$ cat src/rtl/vga_pkg.sv
// Shared VGA timing defaults, capture FSM encoding and pixel layout for the capture path
// and the display driver.
package vga_pkg;

    localparam int H_SYNC_PULSE_DEF = 96;
    localparam int HDE_START_DEF    = 144;
    localparam int H_ACTIVE_DEF     = 640;
    localparam int VDE_START_DEF    = 35;
    localparam int V_ACTIVE_DEF     = 480;
    localparam int CAP_FIFO_DEPTH_DEF = 4;

    typedef enum logic [1:0] {
        WAIT_INIT  = 2'd0,
        WAIT_VSYNC = 2'd1,
        CAPTURE    = 2'd2,
        DROP       = 2'd3
    } cap_state_t;

    typedef struct packed {
        logic [4:0] r;
        logic [5:0] g;
        logic [4:0] b;
    } rgb565_t;

endpackage

$ cat src/rtl/vga_cap_fifo.sv
// Synchronous show-ahead word FIFO with a registered head; a pop and a push in the same
// cycle are both taken, so a full FIFO can accept a word while it is being drained.
module vga_cap_fifo
    import vga_pkg::*;
#(
    parameter int WIDTH = 32,
    parameter int DEPTH = CAP_FIFO_DEPTH_DEF
) (
    input  logic             clk,
    input  logic             rst,
    input  logic             push,
    input  logic [WIDTH-1:0] din,
    input  logic             pop,
    output logic [WIDTH-1:0] dout,
    output logic             full,
    output logic             empty
);

    localparam int AW = (DEPTH > 1) ? $clog2(DEPTH) : 1;

    logic [WIDTH-1:0] mem [DEPTH];
    logic [AW-1:0]    wr_ptr, rd_ptr, rd_ptr_nxt;
    logic [AW:0]      count, count_nxt;
    logic             do_push, do_pop, bypass;

    assign full    = (count == (AW+1)'(DEPTH));
    assign empty   = (count == '0);
    assign do_pop  = pop && !empty;
    assign do_push = push && (!full || do_pop);

    always_comb begin
        rd_ptr_nxt = rd_ptr + AW'(do_pop);
        count_nxt  = count + (AW+1)'(do_push) - (AW+1)'(do_pop);
        // the incoming word becomes the head only when nothing else is left
        bypass     = do_push && (wr_ptr == rd_ptr_nxt);
    end

    always_ff @(posedge clk) begin
        if (do_push) mem[wr_ptr] <= din;
    end

    always_ff @(posedge clk) begin
        if (rst) begin
            wr_ptr <= '0;
            rd_ptr <= '0;
            count  <= '0;
            dout   <= '0;
        end else begin
            wr_ptr <= wr_ptr + AW'(do_push);
            rd_ptr <= rd_ptr_nxt;
            count  <= count_nxt;
            if (count_nxt != '0) dout <= bypass ? din : mem[rd_ptr_nxt];
        end
    end

endmodule

$ cat src/rtl/vga_capture.sv
// Captures RGB565 video into 32-bit pixel pairs: pin to ddr_wren is 3 cycles; a full FIFO
// drops the word and skips the rest of the frame. Stats counters need VGA_CAP_STATS_EN.
module vga_capture
    import vga_pkg::*;
#(
    parameter int H_SYNC_PULSE = H_SYNC_PULSE_DEF,
    parameter int HDE_START    = HDE_START_DEF,
    parameter int H_ACTIVE     = H_ACTIVE_DEF,
    parameter int VDE_START    = VDE_START_DEF,
    parameter int V_ACTIVE     = V_ACTIVE_DEF,
    parameter int FIFO_DEPTH   = CAP_FIFO_DEPTH_DEF
) (
    input  logic        vga_clk,
    input  logic        rst,
    input  logic        ddr_init_done,
    input  logic        vga_hsync,
    input  logic        vga_vsync,
    input  logic [4:0]  vga_r,
    input  logic [5:0]  vga_g,
    input  logic [4:0]  vga_b,
    output logic [31:0] ddr_wr_data,
    output logic        ddr_wren,
    input  logic        ddr_wr_ready,
    output logic        vga_frame_sync,
    output logic        cap_overflow,
    output logic [15:0] frame_cnt,
    output logic [15:0] drop_cnt
);

    localparam logic [10:0] H_LO     = 11'(HDE_START);
    localparam logic [10:0] H_HI     = 11'(HDE_START + H_ACTIVE);
    localparam logic [9:0]  V_LO     = 10'(VDE_START);
    localparam logic [9:0]  V_HI     = 10'(VDE_START + V_ACTIVE);
    localparam logic [10:0] H_SYNC_W = 11'(H_SYNC_PULSE);

    logic       hs_q, hs_q2, vs_q, vs_q2, hs_fall, vs_fall, hs_rise;
    rgb565_t    pix_q, pix_q2, first_pix;
    logic [10:0] h_cnt, hs_low;
    logic [9:0]  v_cnt;
    logic        hs_low_vld, phase, active, word_done, push, drop, frame_start;
    logic        fifo_full, fifo_empty;
    cap_state_t  state, state_nxt;

    assign hs_fall = hs_q2 && !hs_q;
    assign vs_fall = vs_q2 && !vs_q;
    assign hs_rise = !hs_q2 && hs_q;

    // second register stage on pixels lines them up with h_cnt/v_cnt
    always_ff @(posedge vga_clk) begin
        if (rst) begin
            hs_q   <= 1'b0;
            hs_q2  <= 1'b0;
            vs_q   <= 1'b0;
            vs_q2  <= 1'b0;
            pix_q  <= '0;
            pix_q2 <= '0;
        end else begin
            hs_q   <= vga_hsync;
            hs_q2  <= hs_q;
            vs_q   <= vga_vsync;
            vs_q2  <= vs_q;
            pix_q  <= {vga_r, vga_g, vga_b};
            pix_q2 <= pix_q;
        end
    end

    always_ff @(posedge vga_clk) begin
        if (rst) begin
            h_cnt <= '0;
            v_cnt <= '0;
        end else begin
            if (hs_fall)            h_cnt <= '0;
            else if (h_cnt != '1)   h_cnt <= h_cnt + 11'd1;
            if (vs_fall)                     v_cnt <= '0;
            else if (hs_fall && v_cnt != '1) v_cnt <= v_cnt + 10'd1;
        end
    end

    assign active    = (h_cnt >= H_LO) && (h_cnt < H_HI) && (v_cnt >= V_LO) && (v_cnt < V_HI);
    assign word_done = (state == CAPTURE) && active && phase;
    assign push      = word_done && !fifo_full;
    assign drop      = word_done && fifo_full;

    always_ff @(posedge vga_clk) begin
        if (rst) begin
            phase     <= 1'b0;
            first_pix <= '0;
        end else if (hs_fall || vs_fall) begin
            phase <= 1'b0;
        end else if (state == CAPTURE && active) begin
            phase <= !phase;
            if (!phase) first_pix <= pix_q2;
        end
    end

    always_ff @(posedge vga_clk) begin
        if (rst) state <= WAIT_INIT;
        else     state <= state_nxt;
    end

    always_comb begin
        state_nxt   = state;
        frame_start = 1'b0;
        if (!ddr_init_done) begin
            state_nxt = WAIT_INIT;
        end else if (state == WAIT_INIT) begin
            state_nxt = WAIT_VSYNC;
        end else if (vs_fall) begin
            state_nxt   = CAPTURE;
            frame_start = 1'b1;
        end else if (state == CAPTURE && drop) begin
            state_nxt = DROP;
        end
    end

    assign vga_frame_sync = frame_start;

    // a drop in the last cycle of a frame still belongs to the frame being closed
    always_ff @(posedge vga_clk) begin
        if (rst)              cap_overflow <= 1'b0;
        else if (frame_start) cap_overflow <= 1'b0;
        else if (drop)        cap_overflow <= 1'b1;
    end

    vga_cap_fifo #(
        .WIDTH (32),
        .DEPTH (FIFO_DEPTH)
    ) u_fifo (
        .clk   (vga_clk),
        .rst   (rst),
        .push  (push),
        .din   ({first_pix, pix_q2}),
        .pop   (ddr_wr_ready),
        .dout  (ddr_wr_data),
        .full  (fifo_full),
        .empty (fifo_empty)
    );

    assign ddr_wren = !fifo_empty;

`ifdef VGA_CAP_STATS_EN
    logic [15:0] frame_q, drop_q;
    always_ff @(posedge vga_clk) begin
        if (rst) begin
            frame_q <= '0;
            drop_q  <= '0;
        end else begin
            frame_q <= frame_q + 16'(frame_start);
            drop_q  <= drop_q + 16'(drop);
        end
    end
    assign frame_cnt = frame_q;
    assign drop_cnt  = drop_q;
`else
    assign frame_cnt = '0;
    assign drop_cnt  = '0;
`endif

    // sync checker: measured hsync low width must match H_SYNC_PULSE
    always_ff @(posedge vga_clk) begin
        if (rst) begin
            hs_low     <= '0;
            hs_low_vld <= 1'b0;
        end else if (hs_fall) begin
            hs_low     <= 11'd1;
            hs_low_vld <= 1'b1;
        end else if (!hs_q && hs_low != '1) begin
            hs_low <= hs_low + 11'd1;
        end
    end

    hsync_width_chk: assert property (@(posedge vga_clk) disable iff (rst)
        (hs_rise && hs_low_vld) |-> (hs_low == H_SYNC_W));

endmodule

$ cat config.mk
export PLATFORM = sky130hd
export DESIGN_NAME = vga_capture
export DESIGN_NICKNAME = d
export VERILOG_FILES = /design/src/rtl/vga_pkg.sv /design/src/rtl/vga_cap_fifo.sv /design/src/rtl/vga_capture.sv
export SDC_FILE = /design/constraint.sdc
export NUM_CORES = 1
export LEC_CHECK = 0
export CAP_MARGIN = 30
export CORE_MARGIN = 4
export CORE_UTILIZATION = 57
export CTS_CLUSTER_DIAMETER = 40
export CTS_CLUSTER_SIZE = 12
export DETAILED_ROUTE_END_ITERATION = 16
export PLACE_DENSITY = 0.8
export SKIP_CTS_REPAIR_TIMING = 1
export SLEW_MARGIN = 20
export SYNTH_ARGS = -nofsm -noshare
export SYNTH_HDL_FRONTEND = slang
export SYNTH_SLANG_ARGS = --single-unit
export TNS_END_PERCENT = 20
$ cat constraint.sdc
create_clock -name vga_clk -period 5.77 [get_ports vga_clk]
set_input_delay 1.154 -clock vga_clk [delete_from_list [all_inputs] [get_ports vga_clk]]
set_output_delay 1.154 -clock vga_clk [all_outputs]
set_load 0.005 [all_outputs]
# --- Yosys cells after proc, flatten, opt, wreduce, memory -nomap -nowiden ---
# Memory sizes are Yosys's and may differ from the RTL's. A register that Yosys moved wholly into a read port is not among the register bits.
# Index checks and enable logic that the tools add are counted.
word_totals:
  register_bits: 84
  latchBits: 0
  ramBits: 128
  romBits: 0
  in_bits: 22
  out_inout_bits: 67
  elab_cells: 80
  memories: 1
mem_list:
  columns: ["memory", "depth", "word_bits", "rd", "rd_ports_with_merged_regs", "wr", "line", "text"]
  rows:
  - ["u_fifo.mem", 4, 32, 1, 1, 1, "vga_cap_fifo.sv:21", "logic [WIDTH-1:0] mem [DEPTH];"]
classes:
  add_sub_neg: 6
  mul: 0
  div_mod_pow: 0
  magnitude_cmp: 4
  n_eq_ne: 4
  n_shift: 0
  mux: 8
  bitwise: 3
  n_reduce_logical: 32
ops:
  columns: ["operator", "count"]
  rows:
  - ["logical AND 1 bit", 13]
  - ["adder 11 x 1 -> 11 bit, second input constant", 1]
  - [">= comparator 11 x 8 -> 1 bit, second input constant", 1]
  - ["< comparator 11 x 10 -> 1 bit, second input constant", 1]
  - ["inequality test 11 bit, second input constant", 1]
  - ["adder 10 x 1 -> 10 bit, second input constant", 1]
  - [">= comparator 10 x 6 -> 1 bit, second input constant", 1]
  - ["< comparator 10 bit, second input constant", 1]
  - ["inequality test 10 bit, second input constant", 1]
  - ["OR reduction 2 bit", 5]
  - ["two-way mux 1 bit", 6]
  - ["nonzero test 3 bit", 2]
  - ["zero test 1 bit", 5]
  - ["adder 2 x 1 -> 2 bit", 2]
  - ["two-way mux 2 bit", 2]
  - ["adder 3 x 1 -> 3 bit", 1]
  - ["== test 3 bit, second input constant", 1]
  - ["zero test 3 bit", 1]
  - ["inverter 1 bit", 3]
  - ["AND reduction 3 bit", 1]
  - ["OR reduction 3 bit", 1]
  - ["subtractor 3 x 1 -> 3 bit", 1]
  - ["== test 2 bit, second input constant", 1]
  - ["zero test 2 bit", 1]
  - ["other kinds (2)", 3]

# --- Logic depth before layout (Yosys ltp) ---
# Gate-level depths: netlist of the first run.
depth:
  depth_word: 11
  ltp_mapped: 14

# --- By module ---
# A second synthesis of the first run with hierarchy kept.
hier_totals:
  cells_unflattened: 668
  hier_area_um2: 9480.3
by_module_without_submodules:
  columns: ["module", "n_inst", "cells_per_inst", "area_per_inst_um2", "seq_area_each_um2"]
  rows:
  - ["vga_cap_fifo", 1, 349, 6317.3, 4624.4]
  - ["vga_capture", 1, 319, 3163.0, 1541.5]

# --- Worst setup path after synthesis of the first run ---
# No wires, ideal clock.
synth_path:
  path_kind: "register -> register"
  startpoint: "register v_cnt[0]"
  endpoint: "memory u_fifo.mem[2][0] (enable)"
  t_arrival_ps: 4234
  required_ps: 5302
  path_slack_ps: 1069
  path_stages_with_launch: 7
  path_buffers: 0
  period_less_slack_ps: 4701
  path_cell_list: "dfxtp_1 > ha_1 > or4_1 > o21a_1 > nor4_4 > nand3b_1 > nor3b_1"
synth_between:
  elab_chain_len: 9
  elab_cells_between_ends: 10
  cone_classes: "2 x order compare; 2 x mux; 6 x reduce/logical"
synth_lines:
  columns: ["item", "line", "text"]
  rows:
  - ["start, declared", "vga_capture.sv:39", "logic [9:0] v_cnt;"]
  - ["start signal, assigned", "vga_capture.sv:75", "else if (hs_fall && v_cnt != '1) v_cnt <= v_cnt + 10'd1;"]
  - [">= comparator 10 x 6 -> 1 bit", "vga_capture.sv:79", "assign active = (h_cnt >= H_LO) && (h_cnt < H_HI) && (v_cnt >= V_LO) && (v_cnt < V_HI);"]
  - ["logical AND 1 bit", "vga_capture.sv:79", null]
  - ["logical AND 1 bit *", "vga_capture.sv:79", null]
  - ["logical AND 1 bit * (2 in a row)", "vga_capture.sv:80", "assign word_done = (state == CAPTURE) && active && phase;"]
  - ["logical AND 1 bit *", "vga_capture.sv:81", "assign push = word_done && !fifo_full;"]
  - ["logical AND 1 bit *", "vga_cap_fifo.sv:29", "assign do_push = push && (!full || do_pop);"]
  - ["two-way mux 1 bit *", "vga_cap_fifo.sv:39", "if (do_push) mem[wr_ptr] <= din;"]
  - ["two-way mux 1 bit (implied by the code) *", "vga_cap_fifo.sv:39", null]
  - ["end, declared", "vga_cap_fifo.sv:21", null]
# Every way passes the cells marked *; elsewhere a longest branch is shown, timed or not.

# --- Worst setup path in the final report of the first run ---
layout_path:
  startpoint: "register v_cnt[0]"
  endpoint: "register u_fifo.dout[8], read port of u_fifo.mem"
layout_between:
  elab_chain_len: 10
  elab_cells_between_ends: 11
  cone_classes: "2 x add/sub; 2 x order compare; 7 x reduce/logical"
layout_lines:
  columns: ["item", "line", "text"]
  rows:
  - [">= comparator 10 x 6 -> 1 bit", "vga_capture.sv:79", null]
  - ["logical AND 1 bit", "vga_capture.sv:79", null]
  - ["logical AND 1 bit *", "vga_capture.sv:79", null]
  - ["logical AND 1 bit * (2 in a row)", "vga_capture.sv:80", null]
  - ["logical AND 1 bit *", "vga_capture.sv:81", null]
  - ["logical AND 1 bit *", "vga_cap_fifo.sv:29", null]
  - ["adder 3 x 1 -> 3 bit *", "vga_cap_fifo.sv:33", "count_nxt = count + (AW+1)'(do_push) - (AW+1)'(do_pop);"]
  - ["subtractor 3 x 1 -> 3 bit *", "vga_cap_fifo.sv:33", null]
  - ["via u_fifo.count_nxt[1]", "vga_cap_fifo.sv:23", "logic [AW:0] count, count_nxt;"]
  - ["nonzero test 3 bit *", "vga_cap_fifo.sv:52", "if (count_nxt != '0) dout <= bypass ? din : mem[rd_ptr_nxt];"]
  - ["end, declared", "vga_cap_fifo.sv:14", "output logic [WIDTH-1:0] dout,"]
# The timed path passes the listed nets; every way through them passes the cells marked *.
# A chain may end at the register's enable or synchronous reset.

==> summary.md, run 1 <==
| Metric | Value |
|---|---|
| Status | complete, no violations |
| Port Buf Inserts | 56 |
| Gate power share | 0.232 |
| Synth-to-Final Area Change | 18.4% |
| Final Slew Violations | 0 |
| Fillers | 1094 |
| CP peak stage delay | 0.50 ns |
| Pwr Total | between 4 and 5 mW |
| Lkg Pwr | a little over 4 nW |
| Min-delay worst type | register to register |
| Crit path arrival time | 4.36 ns |
| CTS tree | built |
| GRT Util Overall | 0.192 |
| Antenna-violating nets left | 0 |
| Via Count | ~5200 |
| Worst-path clk slew | 0.06 ns |
| Insertion delay to the later sink of the worst-skew pair | 0.53 ns |
| Critical path's slowest cell | fa_1 |
| Share of cells above drive strength 1 | 0.131 |
| Max frequency | 0.256 GHz |
| Setup TNS | 0 ns |
| Final hold violations | 0 |
| Min cycle time layout | 3.91 ns |
| Critical Path RT | 6.22 ns |
| H-tree levels | 1 |
| Worst slew pin tran | 0.757 ns |
| Cell mode on critical path | ha_1 |
| Net Sw Power | 1.30 mW |
| YS warnings | 0 |
| Pwr dens | 455 nW/um2 |
| Mapped Avg Cell Area | 14.2 um2 |
| Largest net degree at the start of global routing | 66 |
| Sw frac | 0.260 |
| Number of flops mapped to enable cells by yosys | 128 |
| Die Span Y | 135 um |
| CTS Buffer Depth | 3 |
| Internal power | 3.69 mW |
| ANT cells | 0 |
| Global-route wire length before repair | 27.9 mm |
| Max_slew headroom | 0.495 |
| DRC errors left | 0 |
| Sequential cell area fraction in the yosys report | 0.666 |
| RSZ-0062 raised after global routing | no |
| Nature of the critical path startpoint | register |
| Min setup slack post-route | 1.86 ns |
| Final net count | 749 |
| Total grt overflow | 0 |
| Total CTS buffers | 29 |
| Hpwl dp | between 9 and 10 mm |
| Root buffer cell | clkbuf_16 |
| Clock Power Share | 0.368 |
| Total Wirelength | 17.3 mm |
| # rows | 46 |
| Total core area | 15900 um2 |
| VDD IR max | roughly 0.0004 V |
| Die X | around 140 um |
| Avg WL per Cell | 18.1 um |
| Most frequent cells in the layout | edfxtp_1, dfxtp_1, clkdlybuf4s50_1 |
| Ys flop type | edfxtp_1 |
| Final period util | 0.677 |
| Critical-path cell list | ha_1, or4_1, o21a_1, nor4_4, nand3b_1, inv_1, ha_1, fa_1, nor4_2, buf_4, nand2_1, o21ai_0 |
| Placement Setup Slack | 1.88 ns |
| Clock Sinks | about 240 |
| Initial antenna violation count | 0 |
| Reg power frac | 0.401 |
| Cell Area, Synth | between 9000 and 10000 um2 |
| Final setup fails | 0 |
| Vias per cell | 5.44 |
| Peak fanout along the critical path | 32 |
| Vias in the first global route | 5442 |
| Setup Skew | 0.0209 ns |
| Asr flop ratio synth | 0 |
| Most common cell after layout, fill and taps aside | edfxtp_1 |
| Crit. End Element | register |
| # Max-Cap Violations | 0 |
| Gpl congestion | 0.773 |
| Full die area | about 18000 um2 |
| Synth unique cells | 43 |
| Starting Density | 0.582 |
| TritonRoute pass-1 iters | 6 |
| Initial DRC Count | 365 |
| Synth Instances | 651 |
| Crit Path Category | register to register |
| WHS | 0.434 ns |
| Io pins | around 90 |
| Seq cells post-synth | around 240 |
sequential cells by signal (all words and copies together), names as in the netlist, 2 cells and up:
name           flops
first_pix         16
h_cnt             11
pix_q             16
pix_q2            16
state              2
u_fifo.count       3
u_fifo.dout       32
u_fifo.mem       128
u_fifo.rd_ptr      2
u_fifo.wr_ptr      2
v_cnt             10
synth_stat cells (2+ instances only):
cell type  count  share of area
or3_1          2         0.0014
o21ai_1        8         0.0043
a21oi_1        9         0.0049
or2_2          2         0.0014
mux2i_1       49          0.053
and3_1         2         0.0014
o21ai_0       27          0.015
ha_1           7         0.0095
xnor2_1       13          0.012
or4_1          3         0.0024
buf_4         36          0.029
nor3_1         9         0.0049
o21a_1         2         0.0016
nand2_1       40          0.016
nor2b_1       44          0.030
clkbuf_1      21         0.0085
nor4_1         3         0.0020
a311oi_1       2         0.0019
buf_1          3         0.0012
nor2_1        41          0.017
and2_1         2         0.0014
inv_1          9         0.0037
nand4_1        3         0.0020
edfxtp_1     128           0.42
nand3_1       11         0.0059
xor2_1         9         0.0085
mux4_2        32          0.078
dfxtp_1      116           0.25
nor3b_1        4         0.0032
final timing paths:
| check | endpoint | startpoint | slack, ns | depth (start not counted) |
|---|---|---|---|---|
| worst max-delay path | u_fifo.dout[8]$_SDFFE_PP0P_ | v_cnt[0]$_SDFFE_PP0P_ | 1.86 | 12 |
| worst min-delay path | pix_q2[14]$_SDFF_PP0_ | pix_q[14]$_SDFF_PP0_ | 0.43 | 1 |
| worst max register to register | u_fifo.dout[8]$_SDFFE_PP0P_ | v_cnt[0]$_SDFFE_PP0P_ | 1.86 | 12 |
| worst min register to register | pix_q2[14]$_SDFF_PP0_ | pix_q[14]$_SDFF_PP0_ | 0.43 | 1 |
power by group through the flow:
stage | registers [mW] | logic [mW] | clock network [mW]
floorplan | 2.02 | 0.773 | 0
global placement | 2.03 | 1.14 | 0
detailed placement | 2.04 | 1.17 | 0
CTS | 2.00 | 1.18 | 1.86
global route | 2.01 | 1.28 | 1.94
finish | 2.00 | 1.16 | 1.83
worst max-delay path, delay by kind of cell (launching register included):
kind            cells  cell delay, ns
buf+inv             2            0.59
flops               1            0.33
compound gates      2            0.32
fa+ha+maj           3            0.95
simple gates        5            1.63
metrics by stage:
step | cell area (um2) | cells | utilization
4_1_cts | 11000 | 957 | 0.690
3_3_place_gp | 9970 | 904 | 0.627
2_1_floorplan | 9370 | 682 | -
5_1_grt | 11000 | 957 | 0.690
6_report | 11000 | 957 | 0.690
3_5_place_dp | 9970 | 904 | 0.627
kinds of logic after synthesis:
| kind of cell | Yosys count | share of synthesized area |
|---|---|---|
| flops | 244 | 0.666 |
| simple gates | 172 | 0.0951 |
| mux | 81 | 0.131 |
| buf+inv | 69 | 0.0426 |
| compound gates | 54 | 0.0322 |
| xor+xnor | 22 | 0.0208 |
| fa+ha+maj | 8 | 0.0116 |
| other cells | 1 | 0.000405 |
area by class of cell:
| type | instances | area, um2 | share of cell area |
|---|---|---|---|
| clock buffers | 41 | 813 | 0.0742 |
| clock inverters | 12 | 175 | 0.0160 |
| inverters | 9 | 33.8 | 0.00308 |
| multi-input cells | 369 | 2870 | 0.262 |
| flip-flops and latches | 244 | 6170 | 0.563 |
| well taps | 216 | 270 | 0.0247 |
| repair buffers | 66 | 631 | 0.0576 |
routing by layer:
metal	global-route usage	wire length [um]	vias up
met5	0	0	-
met4	0.0414	299	0
met3	0.0319	859	27
met2	0.347	9020	149
met1	0.245	7140	2608
li1	-	-	2424
Power figures use the tool's default switching activity.
==> inputs of run 2 (changes only) <==
==> constraint.sdc (replaced) <==
create_clock -name vga_clk -period 3.98 [get_ports vga_clk]
set_input_delay 0.796 -clock vga_clk [delete_from_list [all_inputs] [get_ports vga_clk]]
set_output_delay 0.796 -clock vga_clk [all_outputs]
set_load 0.005 [all_outputs]
==> run 2 against run 1 <==
  * Maximum frequency is 9.2% higher
  * Non-clock buffer count is 6 higher
  * First-iteration DRC count is 5.8% lower
  * Critical path type unchanged
  * Largest cell class unchanged
  * Largest power group unchanged
  * Highest routed layer unchanged
==> summary.md, run 2 (synthesis results as in run 1) <==
| Metric | Value |
|---|---|
| Max frequency | 0.280 GHz |
| GRT Util Overall | 0.187 |
| DRC errors left | 0 |
| RSZ-0062 raised after global routing | no |
| Full die area | 18300 um2 |
| Largest net degree at the start of global routing | 45 |
| Crit path arrival time | 3.96 ns |
| Pwr dens | 646 nW/um2 |
| Reg area | 6170 um2 |
| CP peak stage delay | 0.45 ns |
| Min cycle time layout | 3.58 ns |
| Max reg flops | 128 |
| Metal-1 WL | 7.13 mm |
| Setup TNS | 0 ns |
| Cell family with most CP delay | simple AND/OR/NAND/NOR gates |
| Die Span Y | 135 um |
| ANT cells | 0 |
| Total core area | ~16000 um2 |
| Die X | 135 um |
| Final net count | 754 |
| Global-route wire length before repair | 27.4 mm |
| DR WL met3 | 708 um |
| Pwr Total | between 7 and 8 mW |
| Worst-path clk slew | 0.06 ns |
| Largest register by flop count | u_fifo.mem |
| Max_slew headroom | 0.552 |
| # Max-Cap Violations | 0 |
| Via Count | approximately 5200 |
| Initial DRC Count | 344 |
| Nature of the critical path startpoint | register |
| Lkg Pwr | about 4.2 nW |
| Final setup fails | 0 |
| Area occupied by multi-input gates | 2870 um2 |
| Final period util | 0.899 |
| CTS tree | built |
| Avg WL per Cell | 17.4 um |
| Share of cells above drive strength 1 | 0.133 |
| Gpl congestion | approximately 0.74 |
| Total Wirelength | 16.7 mm |
| CP Buf/Inv Count | 2 |
| Port Buf Inserts | 56 |
| Metal2 WL | 8.53 mm |
| Vias per cell | 5.40 |
| Final Slew Violations | 0 |
| Most common cell after layout, fill and taps aside | edfxtp_1 |
| Total grt overflow | 0 |
| Biggest regs | u_fifo.mem: 128 flops, u_fifo.dout: 32 flops |
| TritonRoute pass-1 iters | 4 |
| Total CTS buffers | 28 |
| Antenna-violating nets left | 0 |
| Peak fanout along the critical path | 32 |
| Fillers | 1089 |
| Setup Skew | 0.0156 ns |
| Vias in the first global route | ~5400 |
| Critical path's slowest cell | or4_1 |
| Worst slew pin tran | 0.672 ns |
| Clock Sinks | approximately 240 |
| Hpwl dp | 10.1 mm |
| Most frequent cells in the layout | edfxtp_1, dfxtp_1, clkdlybuf4s50_1 |
| CTS Buffer Depth | 3 |
| Critical Path RT | 4.37 ns |
| Min-delay worst type | register to register |
| Io pins | 89 |
| H-tree levels | 1 |
| Top Layer Used | met4 |
| Starting Density | 0.582 |
| Critical-path cell list | ha_1, or4_1, a21oi_1, nor4_4, nand3b_1, inv_1, ha_1, fa_1, xnor2_1, xnor2_1, nor4_2, buf_4, nand2_1, o21ai_0 |
| Crit. End Element | register |
| VDD IR max | 0.000458 V |
| Insertion delay to the later sink of the worst-skew pair | around 0.52 ns |
| Synth-to-Final Area Change | 18.7% |
| # rows | 46 |
| Final hold violations | 0 |
| Status | complete, no violations |
| Initial antenna violation count | 0 |
| Crit Path Category | register to register |
| Root buffer cell | clkbuf_16 |
run 2: worst reg2reg max path: cells and delay by family, from the launching register on:
family	cells	cell delay [ns]
buffers and inverters	2	0.39
AO/OA/AOI/OAI	2	0.38
XOR/XNOR	2	0.54
AND/OR/NAND/NOR	5	0.95
adder cells (fa/ha/maj)	3	0.86
flip-flops	1	0.33
run 2: area by class of cell:
class | count | share of cell area
inverters | 9 | 0.00308
repair buffers | 72 | 0.0645
multi-input cells | 369 | 0.261
flip-flops and latches | 244 | 0.562
well taps | 216 | 0.0246
clock buffers | 40 | 0.0699
clock inverters | 11 | 0.0154
run 2: path summary, 6_finish.rpt:
check        slack [ns]                      endpoint                  start  depth (start not counted)
max reg2reg        0.40  u_fifo.dout[19]$_SDFFE_PP0P_  v_cnt[0]$_SDFFE_PP0P_                         14
min reg2reg        0.44         pix_q2[14]$_SDFF_PP0_   pix_q[14]$_SDFF_PP0_                          1
max                0.40  u_fifo.dout[19]$_SDFFE_PP0P_  v_cnt[0]$_SDFFE_PP0P_                         14
min                0.44         pix_q2[14]$_SDFF_PP0_   pix_q[14]$_SDFF_PP0_                          1
run 2: power by group:
group | internal [mW] | switching, mW
sequential | 2.80 | 0.0927
clock | 1.60 | 0.945
combinational | 0.865 | 0.787
run 2: per-layer routing:
metal	global-route usage	vias to the layer above
li1	-	2425
met1	0.239	2611
met4	0.0521	0
met3	0.0364	30
met5	0	-
met2	0.328	124
run 2: metrics by stage:
stage,utilization,std cells,setup slack [ns],area [um2],hold slack (ns)
floorplan,-,682,-0.721,9370,0.414
global placement,0.631,909,0.502,10000,0.419
detailed placement,0.631,909,0.402,10000,0.427
CTS,0.689,960,0.370,11000,0.438
global route,0.691,961,0.197,11000,0.454
finish,0.691,961,0.403,11000,0.435
